<file path="config.mk">
export PLATFORM = sky130hd
export DESIGN_NAME = alu_cmd_issuer_flat
export DESIGN_NICKNAME = d
export VERILOG_FILES = /design/src/rtl/alu_cmd_issuer_if.sv /design/src/rtl/alu_cmd_issuer.sv /design/src/flat_wrapper.sv
export SDC_FILE = /design/constraint.sdc
export NUM_CORES = 1
export LEC_CHECK = 0
export ABC_AREA = 0
export CELL_PAD_IN_SITES_DETAIL_PLACEMENT = 1
export CELL_PAD_IN_SITES_GLOBAL_PLACEMENT = 1
export CORE_MARGIN = 3
export CORE_UTILIZATION = 38
export CTS_BUF_LIST = sky130_fd_sc_hd__clkbuf_16
export CTS_CLUSTER_SIZE = 14
export DETAILED_ROUTE_END_ITERATION = 8
export PLACE_DENSITY_LB_ADDON = 0.2
export SLEW_MARGIN = 20
export SYNTH_ARGS = -nofsm -noshare
export SYNTH_HDL_FRONTEND = slang
export SYNTH_SLANG_ARGS = --single-unit
</file>
<file path="constraint.sdc">
create_clock -name clk -period 3.76 [get_ports clk]
set_clock_uncertainty 0.1 [all_clocks]
set_input_delay 0.376 -clock clk [delete_from_list [all_inputs] [get_ports clk]]
set_output_delay 0.376 -clock clk [all_outputs]
set_load 0.1 [all_outputs]
</file>
<file path="src/rtl/alu_cmd_issuer_if.sv">
// Command/response bus between a command source and alu_cmd_issuer.
// The master issues commands and accepts responses; the slave is the issuer.
interface alu_cmd_issuer_if #(
  parameter int n = 31
) ();
  logic       cmd_valid;
  logic       cmd_ready;
  logic       cmd_load;
  logic [2:0] cmd_op;
  logic [1:0] cmd_rd;
  logic [1:0] cmd_ra;
  logic [1:0] cmd_rb;
  logic       cmd_imm_sel;
  logic [n:0] cmd_imm;
  logic       rsp_valid;
  logic       rsp_ready;
  logic [n:0] rsp_data;
  logic       rsp_z;
  logic       rsp_c;
  logic       rsp_err;

  modport master (
    output cmd_valid, cmd_load, cmd_op, cmd_rd, cmd_ra, cmd_rb, cmd_imm_sel, cmd_imm,
    input  cmd_ready,
    input  rsp_valid, rsp_data, rsp_z, rsp_c, rsp_err,
    output rsp_ready
  );

  modport slave (
    input  cmd_valid, cmd_load, cmd_op, cmd_rd, cmd_ra, cmd_rb, cmd_imm_sel, cmd_imm,
    output cmd_ready,
    output rsp_valid, rsp_data, rsp_z, rsp_c, rsp_err,
    input  rsp_ready
  );
endinterface

</file>
<file path="src/rtl/alu_cmd_issuer.sv">
// Issues register-file commands to an external combinational ALU and returns responses.
// Optional macro ALU_DIV0_TRAP_EN traps opcode 011 with a zero B operand.
module alu_cmd_issuer #(
  parameter int n = 31
) (
  input  logic                 clk,
  input  logic                 rst,
  alu_cmd_issuer_if.slave      bus,
  output logic [n:0]           alu_a,
  output logic [n:0]           alu_b,
  output logic [2:0]           alu_op,
  input  logic [n:0]           alu_out,
  input  logic                 alu_z,
  input  logic                 alu_c,
  input  logic [1:0]           dbg_addr,
  output logic [n:0]           dbg_data
);

  typedef enum logic [1:0] {StIdle, StExec, StResp} state_e;

  state_e     r_state;
  state_e     w_state_next;
  logic [n:0] r_rf [4];
  logic [n:0] r_alu_a;
  logic [n:0] r_alu_b;
  logic [2:0] r_alu_op;
  logic [1:0] r_rd;
  logic [n:0] r_rsp_data;
  logic       r_rsp_z;
  logic       r_rsp_c;
  logic       r_rsp_err;
  logic       w_accept;
  logic       w_div0;

  assign w_accept = (r_state == StIdle) && bus.cmd_valid;

`ifdef ALU_DIV0_TRAP_EN
  assign w_div0 = (r_alu_op == 3'b011) && (r_alu_b == '0);
`else
  assign w_div0 = 1'b0;
`endif

  always_comb begin
    w_state_next = r_state;
    unique case (r_state)
      StIdle: if (bus.cmd_valid) w_state_next = bus.cmd_load ? StResp : StExec;
      StExec: w_state_next = StResp;
      StResp: if (bus.rsp_ready) w_state_next = StIdle;
      default: w_state_next = StIdle;
    endcase
  end

  always_ff @(posedge clk) begin
    if (rst) begin
      r_state    <= StIdle;
      for (int i = 0; i < 4; i++) r_rf[i] <= '0;
      r_alu_a    <= '0;
      r_alu_b    <= '0;
      r_alu_op   <= 3'b000;
      r_rd       <= 2'd0;
      r_rsp_data <= '0;
      r_rsp_z    <= 1'b0;
      r_rsp_c    <= 1'b0;
      r_rsp_err  <= 1'b0;
    end else begin
      r_state <= w_state_next;
      if (w_accept) begin
        if (bus.cmd_load) begin
          r_rf[bus.cmd_rd] <= bus.cmd_imm;
          r_rsp_data       <= bus.cmd_imm;
          r_rsp_z          <= (bus.cmd_imm == '0);
          r_rsp_c          <= 1'b0;
          r_rsp_err        <= 1'b0;
        end else begin
          // Operands are read before any write, so aliased rd/ra/rb see old values.
          r_alu_a  <= r_rf[bus.cmd_ra];
          r_alu_b  <= bus.cmd_imm_sel ? bus.cmd_imm : r_rf[bus.cmd_rb];
          r_alu_op <= bus.cmd_op;
          r_rd     <= bus.cmd_rd;
        end
      end
      if (r_state == StExec) begin
        if (w_div0) begin
          r_rsp_data <= '0;
          r_rsp_z    <= 1'b1;
          r_rsp_c    <= 1'b0;
          r_rsp_err  <= 1'b1;
        end else begin
          r_rf[r_rd] <= alu_out;
          r_rsp_data <= alu_out;
          r_rsp_z    <= alu_z;
          r_rsp_c    <= alu_c;
          r_rsp_err  <= 1'b0;
        end
      end
    end
  end

  assign bus.cmd_ready = (r_state == StIdle);
  assign bus.rsp_valid = (r_state == StResp);
  assign bus.rsp_data  = r_rsp_data;
  assign bus.rsp_z     = r_rsp_z;
  assign bus.rsp_c     = r_rsp_c;
  assign bus.rsp_err   = r_rsp_err;
  assign alu_a         = r_alu_a;
  assign alu_b         = r_alu_b;
  assign alu_op        = r_alu_op;
  assign dbg_data      = r_rf[dbg_addr];

endmodule
</file>
<file path="src/flat_wrapper.sv">
// flat-port wrapper written by rule: the top's interface ports become plain ports
module alu_cmd_issuer_flat 
#(
  parameter int n = 31
)
  (clk, rst, alu_a, alu_b, alu_op, alu_out, alu_z, alu_c, dbg_addr, dbg_data, bus_cmd_valid, bus_cmd_load, bus_cmd_op, bus_cmd_rd, bus_cmd_ra, bus_cmd_rb, bus_cmd_imm_sel, bus_cmd_imm, bus_cmd_ready, bus_rsp_valid, bus_rsp_data, bus_rsp_z, bus_rsp_c, bus_rsp_err, bus_rsp_ready);
  alu_cmd_issuer_if #(.n(n)) bus_i ();
  input  logic clk;
  input  logic rst;
  output logic [n:0] alu_a;
  output logic [n:0] alu_b;
  output logic [2:0] alu_op;
  input  logic [n:0] alu_out;
  input  logic alu_z;
  input  logic alu_c;
  input  logic [1:0] dbg_addr;
  output logic [n:0] dbg_data;
  input wire logic [$bits(bus_i.cmd_valid)-1:0] bus_cmd_valid;
  input wire logic [$bits(bus_i.cmd_load)-1:0] bus_cmd_load;
  input wire logic [$bits(bus_i.cmd_op)-1:0] bus_cmd_op;
  input wire logic [$bits(bus_i.cmd_rd)-1:0] bus_cmd_rd;
  input wire logic [$bits(bus_i.cmd_ra)-1:0] bus_cmd_ra;
  input wire logic [$bits(bus_i.cmd_rb)-1:0] bus_cmd_rb;
  input wire logic [$bits(bus_i.cmd_imm_sel)-1:0] bus_cmd_imm_sel;
  input wire logic [$bits(bus_i.cmd_imm)-1:0] bus_cmd_imm;
  output wire logic [$bits(bus_i.cmd_ready)-1:0] bus_cmd_ready;
  output wire logic [$bits(bus_i.rsp_valid)-1:0] bus_rsp_valid;
  output wire logic [$bits(bus_i.rsp_data)-1:0] bus_rsp_data;
  output wire logic [$bits(bus_i.rsp_z)-1:0] bus_rsp_z;
  output wire logic [$bits(bus_i.rsp_c)-1:0] bus_rsp_c;
  output wire logic [$bits(bus_i.rsp_err)-1:0] bus_rsp_err;
  input wire logic [$bits(bus_i.rsp_ready)-1:0] bus_rsp_ready;
  assign bus_i.cmd_valid = bus_cmd_valid;
  assign bus_i.cmd_load = bus_cmd_load;
  assign bus_i.cmd_op = bus_cmd_op;
  assign bus_i.cmd_rd = bus_cmd_rd;
  assign bus_i.cmd_ra = bus_cmd_ra;
  assign bus_i.cmd_rb = bus_cmd_rb;
  assign bus_i.cmd_imm_sel = bus_cmd_imm_sel;
  assign bus_i.cmd_imm = bus_cmd_imm;
  assign bus_cmd_ready = bus_i.cmd_ready;
  assign bus_rsp_valid = bus_i.rsp_valid;
  assign bus_rsp_data = bus_i.rsp_data;
  assign bus_rsp_z = bus_i.rsp_z;
  assign bus_rsp_c = bus_i.rsp_c;
  assign bus_rsp_err = bus_i.rsp_err;
  assign bus_i.rsp_ready = bus_rsp_ready;
  alu_cmd_issuer #(.n(n)) u_core (.clk(clk), .rst(rst), .bus(bus_i), .alu_a(alu_a), .alu_b(alu_b), .alu_op(alu_op), .alu_out(alu_out), .alu_z(alu_z), .alu_c(alu_c), .dbg_addr(dbg_addr), .dbg_data(dbg_data));
endmodule
</file>
==> impl_metrics.json <==
{
  "ys_types": 40,
  "ctsResizeCount": 0,
  "holdWs_ns": 0.124,
  "grt_pass1_vias": 8975,
  "clock_sinks": 233,
  "internal-power_mw": 4.66,
  "path_class": "flop to output pin",
  "end_kind": "output pin",
  "viasPerCell": 5.53,
  "setup-tns-final_ns": 0,
  "area_growth_pct": 27.4,
  "drtPass1Iterations": 6,
  "power_density_nw_per_um2": 479,
  "final_nets": 1167,
  "crit_required_ns": 3.28,
  "cp-endpoint": "bus_cmd_ready",
  "syn_nets": 963,
  "cts-htree-levels": 1,
  "antenna_cells": 0,
  "critPathLaunch": "u_core.r_state[1]",
  "clkPwrFrac": 0.334,
  "start_kind": "flop",
  "status": "finished, final reports clean",
  "globalplace.congestion": 0.774,
  "cts_hold_buf": 0,
  "hold_path_depth": 2,
  "cp.arrival_ns": 2.56,
  "synthCells": 880,
  "grt_max_degree": 59,
  "path_max_fanout": 8,
  "final_cell_mix": "clkdlybuf4s50_1 (176), edfxtp_1 (128), dfxtp_1 (105), mux4_2 (96), nand2_1 (76)",
  "layout-drive-gt1-share": 0.290,
  "clockBufferDepth": 3,
  "ant_nets": 0,
  "maxCapViolCount": 0,
  "track_usage": 0.227,
  "slew_headroom": 0.238,
  "gr-total-overflow": 0,
  "maxSlewViolCount": 0,
  "cp.depth": 2,
  "n_fill_cell": 3090,
  "clkLatencyLatePin_ns": 0.54,
  "ys_seq_elements": 233,
  "io_buffers": 217,
  "dp_worst_setup_slack_ns": 1.00,
  "synth_top_cell_area_share": 0.330,
  "worst-path-buf-inv": 1,
  "p_sw_frac": 0.344,
  "io_pins": 219,
  "reg2regPathDepth": 4,
  "cts.clk_slew.worst_paths_ns": 0.06,
  "initial_core_util": 0.389,
  "drt-total-wl_um": 37700,
  "cts_tree": "done",
  "path_cells": "nor2_1 > clkdlybuf4s50_1",
  "die_h_um": 181,
  "die_w_um": 181,
  "rows": 63,
  "p_switching_mw": 2.44,
  "min_period_ns": 3.04,
  "routedWlPerCell_um": 25.2,
  "r2r_end": "u_core.r_rf[2][31]",
  "core_area_sq_um": 30000,
  "multi_input_area_sq_um": 5050,
  "p_leak_nw": 5.79,
  "crit_family": "buffers and inverters",
  "r2r_slack_ns": 1.32,
  "synth_area_sq_um": 11600,
  "dpl.hpwl_um": 25200,
  "ir_worst_vdd_mv": 0.319,
  "period_share": 0.808,
  "mostFrequentLayoutCell": "clkdlybuf4s50_1",
  "slowest_delay_ns": 1.23,
  "drc": 0,
  "cts_buffers": 27,
  "regArea_sq_um": 5950,
  "cp_slowest_cell": "clkdlybuf4s50_1",
  "drt_iter0_drc": 587,
  "yosysSeqAreaShare": 0.511,
  "max_freq_mhz": 329,
  "setup_viol": 0,
  "tightestPinTransition_ns": 1.14,
  "hold_violations": 0,
  "num_vias": 8270,
  "postCtsSetupBuffers": 0,
  "synth_top_area_cell": "edfxtp_1",
  "cts_root_buf": "clkbuf_16",
  "synthTopCellsByArea": "edfxtp_1 (33%), mux4_2 (19%), dfxtp_1 (18%), a22oi_4 (5.3%), nor2_2 (3.9%)",
  "grt_pass1_wl_um": 56800,
  "fin_ws_ns": 0.720,
  "min_path_type": "primary input to flop",
  "ys_warn_count": 0,
  "dieArea_sq_um": 32800,
  "seqPwrFrac": 0.417,
  "syn_area_per_cell_sq_um": 13.2,
  "comb_power_share": 0.249,
  "antenna_found_initial": 0,
  "rsz0062_at_grt": "no",
  "worstReg2RegStart": "u_core.r_state[0]"
}
cells in the mapped netlist (all sizes together):
cell / count
and3b: 1
nand4: 2
and2: 1
o21ai: 33
dfxtp: 105
a22o: 1
o32ai: 1
nand2: 76
nand3b: 1
a211oi: 33
conb: 1
a22oi: 32
nor4b: 1
inv: 65
nor4: 7
o22ai: 2
and4b: 2
or2: 1
or3b: 1
a21oi: 41
mux2i: 32
nor2b: 3
clkbuf: 19
nor2: 136
edfxtp: 128
a21boi: 1
buf: 52
nor3: 3
nand2b: 3
mux4: 96
final cells by class:
class	count	area share
well taps	390	0.0329
multi-input cells	511	0.340
clock inverters	23	0.00767
clock buffers	27	0.0455
flip-flops and latches	233	0.401
inverters	65	0.0164
repair buffers	246	0.156
per-layer routing:
layer / GRT usage / share of wire
met4: 0.0545 / 0.020
met3: 0.0332 / 0.056
met1: 0.314 / 0.43
met2: 0.379 / 0.49
met5: 0 / 0
power by group through the flow:
stage / registers [mW] / clock network (mW) / logic (mW)
2_1_floorplan: 3.46 / 0 / 0.792
3_3_place_gp: 3.00 / 0 / 1.77
3_5_place_dp: 3.01 / 0 / 1.78
4_1_cts: 2.96 / 2.43 / 1.78
5_1_grt: 2.98 / 2.54 / 1.84
6_report: 2.96 / 2.37 / 1.77
worst min-delay path by stage:
| stage | from | endpoint | slack, ns |
|---|---|---|---|
| after detailed placement | u_core.alu_a[25] | u_core.alu_a[25] | 0.35 |
| final | rst | u_core.r_state[0] | 0.12 |
| after global placement | u_core.alu_op[1] | u_core.alu_op[1] | 0.34 |
| after floorplan | alu_c | u_core.bus.rsp_c | 0.41 |
| after CTS | rst | u_core.r_state[0] | 0.11 |
| after global routing | rst | u_core.r_state[0] | 0.13 |
stage by stage:
step	total power, mW	std cells	cell area, sq um	utilization
after floorplan	4.25	880	11600	-
after global placement	4.77	1445	14000	0.469
after detailed placement	4.79	1445	14000	0.469
after CTS	7.17	1495	14800	0.495
after global routing	7.35	1495	14800	0.495
final	7.10	1495	14800	0.495
state kept, by name, summed over array words and instances, names as in the netlist:
| signal | count |
|---|---|
| u_core.alu_a | 32 |
| u_core.alu_b | 32 |
| u_core.alu_op | 3 |
| u_core.bus.rsp_c | 1 |
| u_core.bus.rsp_data | 32 |
| u_core.bus.rsp_z | 1 |
| u_core.r_rd | 2 |
| u_core.r_rf | 128 |
| u_core.r_state | 2 |
cell families (layout without fill, tap and decap cells):
| family | count (synthesis) | in the layout | synth area share |
|---|---|---|---|
| flops | 233 | 233 | 0.511 |
| simple gates | 238 | 238 | 0.102 |
| compound gates | 144 | 144 | 0.115 |
| other cells | 1 | 1 | 0.000322 |
| buf+inv | 136 | 361 | 0.0588 |
| mux | 128 | 128 | 0.213 |
Note: power is estimated with default switching activity, not from simulation.
